$ cat config.mk
export PLATFORM = sky130hd
export DESIGN_NAME = ddr_test_data_gen_flat
export DESIGN_NICKNAME = d
export VERILOG_FILES = /design/src/rtl/ddr_test_pkg.sv /design/src/rtl/ddr_test_data_gen_if.sv /design/src/rtl/ddr_test_pattern.sv /design/src/rtl/ddr_test_data_gen.sv /design/src/flat_wrapper.sv
export SDC_FILE = /design/constraint.sdc
export NUM_CORES = 1
export LEC_CHECK = 0
export CORE_MARGIN = 3
export CORE_UTILIZATION = 60
export DETAILED_ROUTE_END_ITERATION = 10
export PLACE_DENSITY_LB_ADDON = 0.08
export SYNTH_ARGS = -nofsm -noshare
export SYNTH_HDL_FRONTEND = slang
export SYNTH_HIERARCHICAL = 1
export SYNTH_SLANG_ARGS = --single-unit
export TNS_END_PERCENT = 100
$ cat constraint.sdc
create_clock -name sys_clk -period 4.6 [get_ports sys_clk]
set_input_delay 0.69 -clock sys_clk [delete_from_list [all_inputs] [get_ports sys_clk]]
set_output_delay 0.69 -clock sys_clk [all_outputs]
set_load 0.03 [all_outputs]
$ cat src/rtl/ddr_test_pkg.sv
// Shared types and pattern math for the DDR2 test data generator.
// Build option: DDR_TEST_LFSR_EN selects the Galois LFSR pattern instead of the incrementing counter.
package ddr_test_pkg;

    typedef enum logic [1:0] {IDLE, WRITE, READ, DONE} state_t;

    localparam logic [31:0] LFSR_MASK = 32'h8020_0003;

    function automatic logic [31:0] pattern_next(input logic [31:0] w);
`ifdef DDR_TEST_LFSR_EN
        return (w >> 1) ^ (w[0] ? LFSR_MASK : 32'h0);
`else
        return w + 32'd1;
`endif
    endfunction

    // An all-zero LFSR state would lock up, so a zero seed becomes 1.
    function automatic logic [31:0] pattern_seed(input logic [31:0] s);
`ifdef DDR_TEST_LFSR_EN
        return (s == 32'h0) ? 32'h1 : s;
`else
        return s;
`endif
    endfunction

endpackage

$ cat src/rtl/ddr_test_data_gen_if.sv
// Handshake and data bus between the test data generator and the memory test path.
interface ddr_test_data_gen_if;
    logic        start;
    logic        wr_full;
    logic        wr_en;
    logic [31:0] wr_data;
    logic        rd_start;
    logic        rd_vd;
    logic [31:0] exp_data;
    logic        exp_vd;
    logic        busy;
    logic        done;

    modport master (
        input  start, wr_full, rd_vd,
        output wr_en, wr_data, rd_start, exp_data, exp_vd, busy, done
    );

    modport slave (
        output start, wr_full, rd_vd,
        input  wr_en, wr_data, rd_start, exp_data, exp_vd, busy, done
    );
endinterface

$ cat src/rtl/ddr_test_pattern.sv
// One 32-bit pattern generator: reloads the seed word on load, steps on adv.
module ddr_test_pattern
    import ddr_test_pkg::*;
#(
    parameter logic [31:0] SEED = 32'h0000_0001
) (
    input  logic        sys_clk,
    input  logic        reset,
    input  logic        load,
    input  logic        adv,
    output logic [31:0] word
);

    always_ff @(posedge sys_clk) begin
        if (reset || load)
            word <= pattern_seed(SEED);
        else if (adv)
            word <= pattern_next(word);
    end

endmodule

$ cat src/rtl/ddr_test_data_gen.sv
// Writes a BURST_LEN-word pattern into the write FIFO, then replays it as expected data per read beat.
// Build option: DDR_TEST_LFSR_EN (LFSR pattern instead of incrementing words).
module ddr_test_data_gen
    import ddr_test_pkg::*;
#(
    parameter int          BURST_LEN = 256,
    parameter logic [31:0] SEED      = 32'h0000_0001
) (
    input  logic                 sys_clk,
    input  logic                 reset,
    ddr_test_data_gen_if.master  bus
);

    localparam int             CW   = $clog2(BURST_LEN + 1);
    localparam logic [CW-1:0]  LEN  = CW'(BURST_LEN);
    localparam logic [CW-1:0]  LAST = CW'(BURST_LEN - 1);

    state_t        state;
    logic [CW-1:0] wr_cnt, rd_cnt;
    logic [31:0]   wr_word, exp_word;
    logic          load, wr_adv, rd_adv;

    logic          wr_en_q, rd_start_q, exp_vd_q, busy_q, done_q;
    logic [31:0]   wr_data_q, exp_data_q;

    assign load   = (state == IDLE) && bus.start;
    assign wr_adv = (state == WRITE) && !bus.wr_full && (wr_cnt < LEN);
    assign rd_adv = (state == READ) && bus.rd_vd;

    ddr_test_pattern #(.SEED(SEED)) u_wr_gen (
        .sys_clk (sys_clk),
        .reset   (reset),
        .load    (load),
        .adv     (wr_adv),
        .word    (wr_word)
    );

    ddr_test_pattern #(.SEED(SEED)) u_exp_gen (
        .sys_clk (sys_clk),
        .reset   (reset),
        .load    (load),
        .adv     (rd_adv),
        .word    (exp_word)
    );

    always_ff @(posedge sys_clk) begin
        if (reset) begin
            state      <= IDLE;
            wr_cnt     <= '0;
            rd_cnt     <= '0;
            wr_en_q    <= 1'b0;
            wr_data_q  <= '0;
            rd_start_q <= 1'b0;
            exp_vd_q   <= 1'b0;
            exp_data_q <= '0;
            busy_q     <= 1'b0;
            done_q     <= 1'b0;
        end else begin
            wr_en_q    <= 1'b0;
            rd_start_q <= 1'b0;
            exp_vd_q   <= 1'b0;
            done_q     <= 1'b0;
            case (state)
                IDLE: if (bus.start) begin
                    state  <= WRITE;
                    wr_cnt <= '0;
                    rd_cnt <= '0;
                    busy_q <= 1'b1;
                end
                WRITE: if (wr_adv) begin
                    wr_en_q   <= 1'b1;
                    wr_data_q <= wr_word;
                    wr_cnt    <= wr_cnt + CW'(1);
                    if (wr_cnt == LAST) begin
                        state      <= READ;
                        rd_start_q <= 1'b1;
                    end
                end
                // Expected word lands one cycle after rd_vd, aligned with the comparator's registered read data.
                READ: if (rd_adv) begin
                    exp_vd_q   <= 1'b1;
                    exp_data_q <= exp_word;
                    rd_cnt     <= rd_cnt + CW'(1);
                    if (rd_cnt == LAST)
                        state <= DONE;
                end
                DONE: begin
                    done_q <= 1'b1;
                    busy_q <= 1'b0;
                    state  <= IDLE;
                end
                default: state <= IDLE;
            endcase
        end
    end

    assign bus.wr_en    = wr_en_q;
    assign bus.wr_data  = wr_data_q;
    assign bus.rd_start = rd_start_q;
    assign bus.exp_vd   = exp_vd_q;
    assign bus.exp_data = exp_data_q;
    assign bus.busy     = busy_q;
    assign bus.done     = done_q;

endmodule
$ cat src/flat_wrapper.sv
// flat-port wrapper written by rule: the top's interface ports become plain ports
module ddr_test_data_gen_flat import ddr_test_pkg::*;
#(
    parameter int          BURST_LEN = 256,
    parameter logic [31:0] SEED      = 32'h0000_0001
)
  (sys_clk, reset, bus_start, bus_wr_full, bus_rd_vd, bus_wr_en, bus_wr_data, bus_rd_start, bus_exp_data, bus_exp_vd, bus_busy, bus_done);
  ddr_test_data_gen_if bus_i ();
  input  logic sys_clk;
  input  logic reset;
  input wire logic [$bits(bus_i.start)-1:0] bus_start;
  input wire logic [$bits(bus_i.wr_full)-1:0] bus_wr_full;
  input wire logic [$bits(bus_i.rd_vd)-1:0] bus_rd_vd;
  output wire logic [$bits(bus_i.wr_en)-1:0] bus_wr_en;
  output wire logic [$bits(bus_i.wr_data)-1:0] bus_wr_data;
  output wire logic [$bits(bus_i.rd_start)-1:0] bus_rd_start;
  output wire logic [$bits(bus_i.exp_data)-1:0] bus_exp_data;
  output wire logic [$bits(bus_i.exp_vd)-1:0] bus_exp_vd;
  output wire logic [$bits(bus_i.busy)-1:0] bus_busy;
  output wire logic [$bits(bus_i.done)-1:0] bus_done;
  assign bus_i.start = bus_start;
  assign bus_i.wr_full = bus_wr_full;
  assign bus_i.rd_vd = bus_rd_vd;
  assign bus_wr_en = bus_i.wr_en;
  assign bus_wr_data = bus_i.wr_data;
  assign bus_rd_start = bus_i.rd_start;
  assign bus_exp_data = bus_i.exp_data;
  assign bus_exp_vd = bus_i.exp_vd;
  assign bus_busy = bus_i.busy;
  assign bus_done = bus_i.done;
  ddr_test_data_gen #(.BURST_LEN(BURST_LEN), .SEED(SEED)) u_core (.sys_clk(sys_clk), .reset(reset), .bus(bus_i));
endmodule
==> results of run 1 <==
[stage by stage]
step | utilization [%] | cells | setup slack, ps | instance area, um^2
after floorplan | - | 773 | 1920 | 6540
after global placement | 69.5 | 944 | 1160 | 7270
after detailed placement | 69.5 | 944 | 1090 | 7270
after CTS | 75.6 | 975 | 1510 | 7910
after global routing | 75.6 | 975 | 1260 | 7910
final | 75.6 | 975 | 1500 | 7910
[kinds of logic after synthesis]
family | Yosys count
buf+inv | 51
mux | 10
fa+ha+maj | 11
compound gates | 149
flops | 153
xor+xnor | 35
simple gates | 364
[worst max path at each step]
stage / start / to / slack (ps)
2_1_floorplan: bus_wr_full / u_core/u_wr_gen/word[28] / 1920
3_3_place_gp: bus_rd_vd / u_core/u_exp_gen/word[28] / 1160
3_5_place_dp: bus_rd_vd / u_core/u_exp_gen/word[28] / 1090
4_1_cts: u_core/state[0] / u_core/u_exp_gen/word[28] / 1510
5_1_grt: u_core/state[0] / u_core/u_exp_gen/word[28] / 1260
6_report: u_core/state[0] / u_core/u_exp_gen/word[28] / 1500
[registers in the layout, indices dropped and copies added (netlist names)]
name                   count
u_core/wr_cnt              9
u_core/bus.wr_data        32
u_core/u_exp_gen/word     32
u_core/bus.done            1
u_core/rd_cnt              9
u_core/bus.wr_en           1
u_core/u_wr_gen/word      32
u_core/bus.exp_vd          1
u_core/bus.rd_start        1
u_core/state               2
u_core/bus.exp_data       32
u_core/bus.busy            1
[Yosys cell counts (2+ instances only)]
cell	number
nand2_1	169
dfxtp_1	153
a21oi_1	101
nor2_1	48
or3_1	28
xor2_1	25
nand4_1	24
nand3_1	21
clkbuf_1	20
o21ai_0	16
o31ai_1	16
or4_1	16
and4_1	13
ha_1	11
nand3_2	10
xnor2_1	10
mux2i_1	9
buf_1	8
and2_1	7
buf_4	7
inv_1	7
buf_2	6
and3_1	5
a211oi_1	4
nor3_1	4
nor2b_1	3
a31oi_1	2
a41o_1	2
and3_2	2
and4_2	2
clkbuf_2	2
nand2b_1	2
nand4_2	2
nand4_4	2
nor4_1	2
o21bai_1	2
or2_2	2
[worst max-delay path: cells and delay by family, from the launching register on]
family | cells | cell delay (ps)
buffers and inverters | 3 | 910
AOI/OAI and AO/OA | 1 | 140
and+or+nand+nor | 4 | 1280
adders and majority gates | 1 | 330
DFF | 1 | 350
[power groups by stage]
stage	sequential (mW)	clock, mW	combinational [mW]
floorplan	1.44	0	0.364
global placement	1.42	0	0.477
detailed placement	1.43	0	0.489
CTS	1.40	1.52	0.492
global route	1.40	1.58	0.551
finish	1.40	1.50	0.491
[layer usage]
metal	part of all wire, %	global-route usage [%]	vias up
met1	44	31.1	2690
li1	-	-	2814
met5	0	0	-
met3	4.7	6.29	25
met2	50	43.5	154
met4	1.9	10.7	0
[layout make-up]
class	count	area, um^2	area share [%]
inverter	8	30.0	0.380
clock inverter	12	198	2.50
clock buffer	19	442	5.58
tap	136	170	2.15
multi-input combinational	569	3250	41.0
sequential	153	3060	38.7
timing repair buffer	78	763	9.65
==> impl_results.md, run 1 <==
- Status: completed
- Worst r2r src: u_core/state[0]
- DR iter-0 viols: 404
- Initial core utilization: 62.5%
- Ys flop type: dfxtp_1
- Min-delay src: u_core/bus.exp_data[5]
- First-pass GRT wire length: 24900 um
- Maxcap violations: 0
- Num ports: 74
- Remaining DRCs: 0
- Yosys Warn Count: 6
- Synth area leader: dfxtp_1
- Sw Ratio: 27.4%
- Std-Cell Core Area: 10500 um^2
- Clock transition at path regs: 60 ps
- DP Wirelength: 9860 um
- TritonRoute pass-1 iters: 5
- CP arrival: 3560 ps
- Distinct cells, synth: 47
- Area fraction of the dominant cell type after synthesis: between 40% and 50%
- Leading cell types in the layout, fill and taps excluded: nand2_1, dfxtp_1, a21oi_1
- Drt via density: 5.83
- Async SR Flop Fraction: 0%
- Worst slew margin: 32.4%
- Ant diodes: 0
- R2R Path End: u_core/u_exp_gen/word[28]
- Grt total ovfl: 0
- Port bufs: 73
- Final WL: about 15000 um
- Commonest non-fill, non-tap cell in the layout: nand2_1
- Post-synth EDFFs: 0
- Clock share of power: ~44%
- Worst Hold Class: reg2reg
- CP dominant cell by count: inv_1
- Tightest Pin Transition: 1010 ps
- Die Area: 12200 um^2
- Worst path max stage delay: 540 ps
- Hold buffers post-CTS: 0
- Fmax achieved: between 300 and 400 MHz
- Reg2reg path depth: 9
- TritonCTS Sinks: approximately 150
- Setup TNS: 0 ps
- Post-Synth XOR/XNOR Area: ~4.7%
- Syn nets: roughly 790
- Hold depth: 2
- Largest net degree at the start of global routing: 59
- Fraction of layout cells with a size suffix above 1: 7.39%
- CP Capture Type: flop
- Net Sw Power: between 0.9 and 1 mW
- Flop pwr share: about two fifths
- Latest clock arrival within the worst-skew pair: 530 ps
- Seq/Total Area, Yosys: a little under half
- Adder-cell share of the synthesized area: 2.11%
- Die Width: 110 um
- Int Power: between 2 and 2.5 mW
- Longest Clk Path Bufs: 2
- Main combinational cell family by area after synthesis: simple AND/OR/NAND/NOR gates
- Final worst-path cycle share: 67.4%
- Clock skew: between 8 and 9 ps
- Min-Delay Endpoint: u_core/bus.exp_data[5]
- Fill cells: 765
- PD cells: 428 nW/um^2
- Overall Power: around 3.4 mW
- Routed Antenna Nets: 0
- Clock root cell: clkbuf_8
- Final Setup Violations: 0
- Simple-gate share of the synthesized area: 28.3%
- Cells after Synth: 773
- Gate power share: 14.5%
- Compound-Gate Fraction of Synth Area: 13.0%
- Setup crit start kind: flop
- Row Count: 37
- Slowest-stage cell, CP: inv_1
- Avg WL per Cell: about 15 um
- Vias in the first global route: around 5.5k
- RSZ-0062 raised after global routing: no
- Top cells by area, synth: dfxtp_1, nand2_1, a21oi_1
- Synthesized flop and latch total: approximately 150
- Critical path class: reg2reg
- Die height: 110 um
- Pleak: 2.62 nW
- CTS tree: yes
- Post-CTS Resized: 0
- Gr usage total: between 20% and 30%
- Mean Syn Cell Area: roughly 8.5 um^2
- Final hold vios: 0
- Cell chain of the critical path: inv_1, ha_1, nand2_1, buf_4, inv_1, nand3_2, or3_1, or4_1, a21oi_1
- Via count: 5683
- R2R Setup Slk: 1500 ps
- Layout area overhead: 21.0%
- Setup repair bufs after CTS: 0
- Required time of the critical path: approximately 5000 ps
- Min Clock Period, post-route: approximately 3100 ps
- TritonCTS buffer count: 17
- Final max-slew violation count: 0
- Multiplexer share of the synthesized area: between 1.5 and 2%
- CP Max Fanout: 34
- Worst vdd rail ir drop: 0.310 mV
- Routability Congestion: between 0.8 and 0.9
- H-tree Lvls: 4
- Post-Syn Area: 6540 um^2
- Fin Hold WS: 453 ps
- Antenna violations before repair: 0
- Final nets: about 840
No activity file was read; power rests on OpenSTA's default activity.
==> inputs of run 2 (changes only) <==
CORE_UTILIZATION = 51   (was 60)
clock period = 2.76 ns   (was 4.6 ns; I/O delays follow)
==> impl_results.md, run 2 (synthesis results as in run 1) <==
- Row Count: 40
- Die height: around 120 um
- Fin Hold WS: 450 ps
- Layout area overhead: 22.0%
- Avg WL per Cell: about 14 um
- Clock root cell: clkbuf_16
- Remaining DRCs: 0
- Leading cell types in the layout, fill and taps excluded: nand2_1, dfxtp_1, a21oi_1
- Flop pwr share: 42.0%
- CP Capture Type: flop
- Num ports: 74
- DR iter-0 viols: 280
- Via count: 5624
- Post-Place Setup Slack: 69.7 ps
- First-pass GRT wire length: ~25000 um
- Clock skew: between 9 and 10 ps
- Fill cells: 1089
- DP Wirelength: 9900 um
- Port bufs: 73
- Final nets: about 850
- Maxcap violations: 0
- Final worst-path cycle share: just over 90%
- Pleak: about 2.6 nW
- R2R Path End: u_core/u_wr_gen/word[29]
- Gr usage total: 21.2%
- Gate power share: 15.1%
- Setup TNS: 0 ps
- CP arrival: around 2900 ps
- Routed Antenna Nets: 0
- Vias in the first global route: 5415
- Worst Hold Class: reg2reg
- Required time of the critical path: ~3100 ps
- Clock share of power: between 40% and 50%
- Fraction of layout cells with a size suffix above 1: under 10%
- Std-Cell Core Area: 12300 um^2
- Grt total ovfl: 0
- TritonCTS buffer count: 17
- Worst r2r src: u_core/state[1]
- Final Setup Violations: 0
- Reg2reg path depth: 8
- Hold depth: 2
- Worst vdd rail ir drop: approximately 0.47 mV
- Final max-slew violation count: 0
- RSZ-0062 raised after global routing: no
- Ant diodes: 0
- Tightest Pin Transition: about 730 ps
- Overall Power: 5.56 mW
- Latest clock arrival within the worst-skew pair: 430 ps
- Min-Delay Endpoint: u_core/bus.wr_data[8]
- Die Width: 119 um
- Initial core utilization: 53.3%
- Antenna violations before repair: 0
- PD cells: 697 nW/um^2
- R2R Setup Slk: around 210 ps
- Longest Clk Path Bufs: 2
- Hold buffers post-CTS: 0
- Int Power: 4.05 mW
- Worst slew margin: 51.0%
- CP Max Fanout: 9
- Final hold vios: 0
- Final WL: about 15000 um
- Status: completed
- Die Area: ~14000 um^2
- Commonest non-fill, non-tap cell in the layout: nand2_1
- TritonRoute pass-1 iters: 4
- H-tree Lvls: 4
- Routability Congestion: 0.821
- Min Clock Period, post-route: 2550 ps
- Setup repair bufs after CTS: 0
- Drt via density: 5.55
- Clock transition at path regs: 60 ps
- Setup crit start kind: flop
- Critical path class: reg2reg
- Min-delay src: u_core/bus.wr_data[8]
- TritonCTS Sinks: approximately 150
- CTS tree: yes
- Final worst slack: 210 ps
- Post-CTS Resized: 0
- Largest net degree at the start of global routing: 38
- Sw Ratio: a little over a quarter
- Net Sw Power: ~1.5 mW
- Fmax achieved: 392 MHz
run 2: how the worst max path moves through the flow:
stage	endpoint	startpoint	cells after the start	slack, ps
final	u_core/u_wr_gen/word[29]	u_core/state[1]	8	210
after detailed placement	u_core/u_wr_gen/word[29]	bus_wr_full	7	70
after CTS	u_core/u_wr_gen/word[29]	u_core/state[1]	8	140
after global placement	u_core/u_wr_gen/word[29]	bus_wr_full	7	140
after floorplan	u_core/u_wr_gen/word[28]	u_core/state[1]	10	160
after global routing	u_core/u_wr_gen/word[29]	u_core/state[1]	8	40
run 2: per-stage QoR:
stage / utilization (%) / cell area, um^2 / instances
floorplan: - / 6540 / 773
global placement: 59.9 / 7350 / 981
detailed placement: 59.9 / 7350 / 981
CTS: 65.0 / 7970 / 1013
global route: 65.0 / 7970 / 1013
finish: 65.0 / 7970 / 1013
run 2: routing by layer:
metal | wire [um] | GRT usage (%) | vias up
met5 | 0 | 0 | -
met4 | 197 | 8.25 | 0
met3 | 600 | 5.37 | 23
met2 | 7330 | 36.7 | 117
met1 | 6400 | 25.1 | 2659
li1 | - | - | 2825
run 2: critical path, cell delays in order, from the launching register on:
cell	delay [ps]
dfxtp_1	340
inv_1	110
ha_1	240
or3b_1	430
inv_2	170
nand4_1	150
or3_4	450
or4_1	430
a21oi_1	160
run 2: layout make-up:
class / instances / area, um^2 / area share, %
multi-input combinational: 569 / 3250 / 40.8
sequential: 153 / 3060 / 38.4
timing repair buffer: 83 / 801 / 10.0
tap: 168 / 210 / 2.64
inverter: 8 / 30.0 / 0.377
clock inverter: 8 / 115 / 1.44
clock buffer: 24 / 502 / 6.29
run 2: power by group through the flow:
stage	Combinational, mW	Sequential, mW	Clock (mW)
2_1_floorplan	0.607	2.40	0
3_3_place_gp	0.812	2.38	0
3_5_place_dp	0.839	2.38	0
4_1_cts	0.846	2.33	2.43
5_1_grt	0.938	2.34	2.54
6_report	0.840	2.33	2.39
==> edit 1: new RTL, flow settings as in run 1 <==
`BURST_LEN` is set to 256 in 2 places; all go to 512.
--- a/src/rtl/ddr_test_data_gen.sv
+++ b/src/rtl/ddr_test_data_gen.sv
@@ -3,7 +3,7 @@
 module ddr_test_data_gen
     import ddr_test_pkg::*;
 #(
-    parameter int          BURST_LEN = 256,
+    parameter int          BURST_LEN = 512,
     parameter logic [31:0] SEED      = 32'h0000_0001
 ) (
     input  logic                 sys_clk,
--- a/src/flat_wrapper.sv
+++ b/src/flat_wrapper.sv
@@ -1,7 +1,7 @@
 // flat-port wrapper written by rule: the top's interface ports become plain ports
 module ddr_test_data_gen_flat import ddr_test_pkg::*;
 #(
-    parameter int          BURST_LEN = 256,
+    parameter int          BURST_LEN = 512,
     parameter logic [31:0] SEED      = 32'h0000_0001
 )
   (sys_clk, reset, bus_start, bus_wr_full, bus_rd_vd, bus_wr_en, bus_wr_data, bus_rd_start, bus_exp_data, bus_exp_vd, bus_busy, bus_done);
Behaviour: same outputs for any inputs over 10 cycles, from zero or initial values and one cycle with reset high; that may be too few to reach the edited logic, so the function may still have changed.
==> edit 1 against run 1 <==
Total power shrank 1.4%; first-iteration DRC count shrank 1.2%; setup slack lost 8.2 ps; design area grew 0.84%; synthesized area grew 1.6%; hold slack lost 0.71 ps; critical path depth shrank 1; sequential share of layout area grew 0.18 points; routed wire length grew 3.1%; sequential cell count grew 2.
==> edit 1: results (changes against run 1) <==
The run finished with clean final reports. Share of post-route cells with drive strength above 1: 7.21% (-0.18 points). The largest vdd supply drop was 0.378 mV (+22%); the pin count of the biggest net entering global routing was 55 (-6.8%). The overall global routing resource usage came out at 25.2% (-0.43 points). The final non-filler cell total is 982 (+0.72%), and the global-route wire length before repair is 26,500 um (+6.2%). The first-iteration detailed-routing DRC count was 399 (-1.2%). The number of fill cells was 778 (+1.7%); the last weighted congestion value of the routability-driven placer was 0.848 (+3.2%). The logs give 37.5% (+5.0 points) for the headroom to the max-slew limit and 5.44 ps (-3.47 ps) for the setup skew after layout.

Detailed-route wire length: 15,200 um (+3.1%). The synthesized instance count was 781 (+1.0%); the detailed-routing wirelength on met1 was 6470 um (+0.53%). The critical path data arrival time is 3550 ps (about the same), and the fmax is 322 MHz (-0.27%). Following the worst setup path forward leads to its endpoint at u_core/u_wr_gen/word[27]. The maximum fanout along the worst path is 41 (+21%). The depth of the worst register-to-register path was 8 (-1).

For the half-perimeter wire length of the detailed placement result, the log shows 9980 um (+1.2%). The detailed-route vias per instance was 5.87 (+0.68%). The reported leakage power was 0.00261 uW (-0.36%). The unique cell type count in the Yosys netlist is 51 (+8.5%), and the number of iterations in the first detailed-routing pass is 4 (-1).

Maximum cell stage delay along the critical path: 630 ps (+90 ps).
-- edit 1: changes by cell type after synthesis, moves of 3 or more --
cell	delta
and2_1	-3
o31ai_1	+3
nor2_1	-3
and4_1	-3
xnor2_1	+3
xor2_1	-4
-- edit 1: power by group --
group | internal (uW) | switching (uW) | leakage [uW] | total [uW]
sequential | 1380 | 28.7 | 0.00125 | 1400
clock | 937 | 507 | 0.000306 | 1440
combinational | 139 | 353 | 0.00106 | 492
-- edit 1: per-stage QoR --
stage | cell area (um2) | power [uW] | hold WS [ps]
5_1_grt | 7980 | 3480 | 471
2_1_floorplan | 6640 | 1810 | 431
4_1_cts | 7980 | 3360 | 456
6_report | 7980 | 3340 | 453
3_3_place_gp | 7360 | 1900 | 441
3_5_place_dp | 7360 | 1920 | 448
-- edit 1: worst min-delay path by stage --
| stage | depth (start not counted) | slack (ps) | end | startpoint |
|---|---|---|---|---|
| 2_1_floorplan | 2 | 430 | u_core/bus.exp_data[7] | u_core/u_exp_gen/word[7] |
| 3_3_place_gp | 2 | 440 | u_core/bus.exp_data[16] | u_core/bus.exp_data[16] |
| 3_5_place_dp | 2 | 450 | u_core/bus.exp_data[9] | u_core/bus.exp_data[9] |
| 4_1_cts | 2 | 460 | u_core/bus.exp_data[9] | u_core/bus.exp_data[9] |
| 5_1_grt | 2 | 470 | u_core/bus.exp_data[9] | u_core/bus.exp_data[9] |
| 6_report | 2 | 450 | u_core/bus.exp_data[15] | u_core/bus.exp_data[15] |
-- edit 1: layout make-up --
class	instances	area share, %
timing repair buffer	76	9.38
multi-input combinational	573	41.3
sequential	155	38.9
clock inverter	7	1.69
inverter	10	0.533
tap	136	2.13
clock buffer	25	6.07
-- edit 1: kinds of logic after synthesis --
group | share of synthesized area [%]
flops | 46.7
mux | 1.68
buf+inv | 3.62
fa+ha+maj | 1.70
simple gates | 28.1
xor+xnor | 4.49
compound gates | 13.7
-- edit 1: tightest hold or removal path, cell delays in order (launching register included) --
cell and delay, ps:
dfxtp_1 310, nand2_1 50, a21oi_1 50
-- edit 1: layer usage --
layer / up-vias / track usage, %
met4: 0 / 9.41
met3: 17 / 4.53
met2: 140 / 45.2
met1: 2746 / 30.0
li1: 2860 / -
met5: - / 0
==> edit 2: new RTL, settings of run 1 <==
Made on the original files. One comparison of `rd_cnt` changes from == to >=.
--- a/src/rtl/ddr_test_data_gen.sv
+++ b/src/rtl/ddr_test_data_gen.sv
@@ -81,7 +81,7 @@
                     exp_vd_q   <= 1'b1;
                     exp_data_q <= exp_word;
                     rd_cnt     <= rd_cnt + CW'(1);
-                    if (rd_cnt == LAST)
+                    if (rd_cnt >= LAST)
                         state <= DONE;
                 end
                 DONE: begin
Check against the original RTL: no difference found for any inputs over 10 cycles, from zero or initial values and one cycle with reset high; that may be too few to reach the edited logic, so the function may still have changed.
==> edit 2 against run 1 <==
Total power is 2.1% lower; design area grew 0.21%; synthesized area rose by 0.57%; core utilization down 0.18 points; via count is 1.7% higher; setup slack got worse by 38 ps; routed wire length grew 1.3%; sequential cell count unchanged.
==> edit 2: results (changes against run 1) <==
The tools report the overall global routing resource usage as 24.6% (-1.1 points). The critical path data arrival time came out at 3580 ps (+20 ps). The tools report the global-route wire length before repair as 25,600 um (+2.7%). The headroom to the max-slew limit came out at 38.3% (+5.9 points). The tools report the number of fill cells as 771 (+0.78%). The share of post-route cells with drive strength above 1 is 7.57% (+0.18 points), and the maximum cell stage delay along the critical path is 470 ps (-70 ps). For the cell area after placement, the log shows 7310 um2 (+0.46%).

The met1 usage in global routing is 30.4% (-0.78 points), and the number of global-route vias before repair is 5,517 (+0.40%). The logs give 6.22% (-0.067 points) for the met3 usage in global routing and 46.6% (-0.27 points) for the sequential share of the synthesized area. Detailed-route wire length: 14,900 um (+1.3%). The maximum fanout along the worst path came out at 39 (+15%).

The half-perimeter wire length of the detailed placement result came out at 9940 um (+0.73%). The standard cell with the maximum stage delay on the critical path is or4_1. Sorting the synthesized cells by area gives the leading types as dfxtp_1 (47%), nand2_1 (9.4%), a21oi_1 (7.7%), xor2_1 (2.8%), or3_1 (2.7%). The tools report the final net count as 848 (+0.59%). The tools report the unique cell type count in the Yosys netlist as 55 (+17%). Pin count of the biggest net entering global routing: 55 (-6.8%). The commonest cells after synthesis are nand2_1 (165), dfxtp_1 (153), a21oi_1 (101), nor2_1 (46), or3_1 (28).

The run finished with clean final reports. For the last weighted congestion value of the routability-driven placer, the log shows 0.836 (+1.8%). For the met2 capacity usage during global routing, the log shows 42.3% (-1.2 points). The tools report the first-iteration detailed-routing DRC count as 437 (+8.2%). The tools report the largest vdd supply drop as 0.351 mV (+13%).
## edit 2: cell types whose count changed in the layout (fill, tap and decap cells not counted), moves of 3 or more
cell,run 1,this run
o21ai_0,16,22
nand2_1,169,165
nand4_1,24,20
and2_1,7,4
clkbuf_8,3,6
xor2_1,25,21
## edit 2: metrics by stage
step	utilization, %	cells	setup WS, ps	total power [uW]
final	75.4	982	1460	3320
after global routing	75.4	982	1230	3470
after CTS	75.4	982	1480	3340
after detailed placement	69.5	950	1010	1910
after global placement	69.5	950	1120	1900
after floorplan	-	779	1770	1800
## edit 2: path summary, 6_finish.rpt
| path | start | end | slack [ps] |
|---|---|---|---|
| hold / removal | u_core/bus.wr_data[18] | u_core/bus.wr_data[18] | 450 |
| setup / recovery | u_core/state[1] | u_core/u_wr_gen/word[28] | 1460 |
| hold reg to reg | u_core/bus.wr_data[18] | u_core/bus.wr_data[18] | 450 |
| setup reg to reg | u_core/state[1] | u_core/u_wr_gen/word[28] | 1460 |
## edit 2: layout make-up
type | instances | area (um2) | area share (%)
clock buffer | 23 | 487 | 6.14
clock inverter | 9 | 135 | 1.70
inverter | 11 | 41.3 | 0.521
multi-input combinational | 572 | 3270 | 41.2
sequential | 153 | 3060 | 38.6
tap | 136 | 170 | 2.15
timing repair buffer | 78 | 763 | 9.63
## edit 2: where the power goes
| group | total (uW) | internal, uW | switching, uW | leakage, uW |
|---|---|---|---|---|
| Clock | 1430 | 902 | 526 | 0.000297 |
| Sequential | 1390 | 1360 | 31.1 | 0.00123 |
| Combinational | 500 | 149 | 351 | 0.00108 |
## edit 2: worst max-delay path, delay by kind of cell, from the launching register on
kind / cells / cell delay (ps)
buffers and inverters: 3 / 790
flip-flops: 1 / 340
AO/OA/AOI/OAI: 1 / 150
AND/OR/NAND/NOR: 4 / 1520
adder cells (fa/ha/maj): 1 / 230
## edit 2: cell families (layout without fill, tap and decap cells)
| logic type | count (synthesis) | after routing | share of synthesized area [%] |
|---|---|---|---|
| fa+ha+maj | 10 | 10 | 1.90 |
| compound gates | 160 | 160 | 13.9 |
| buf+inv | 54 | 121 | 3.69 |
| mux | 9 | 9 | 1.37 |
| simple gates | 361 | 361 | 28.3 |
| flops | 153 | 153 | 46.6 |
| xor+xnor | 32 | 32 | 4.26 |
## edit 2: metal layers
| metal | vias up | part of all wire, % |
|---|---|---|
| met3 | 13 | 4.5 |
| li1 | 2859 | - |
| met4 | 0 | 0.95 |
| met5 | - | 0 |
| met2 | 155 | 50 |
| met1 | 2754 | 44 |
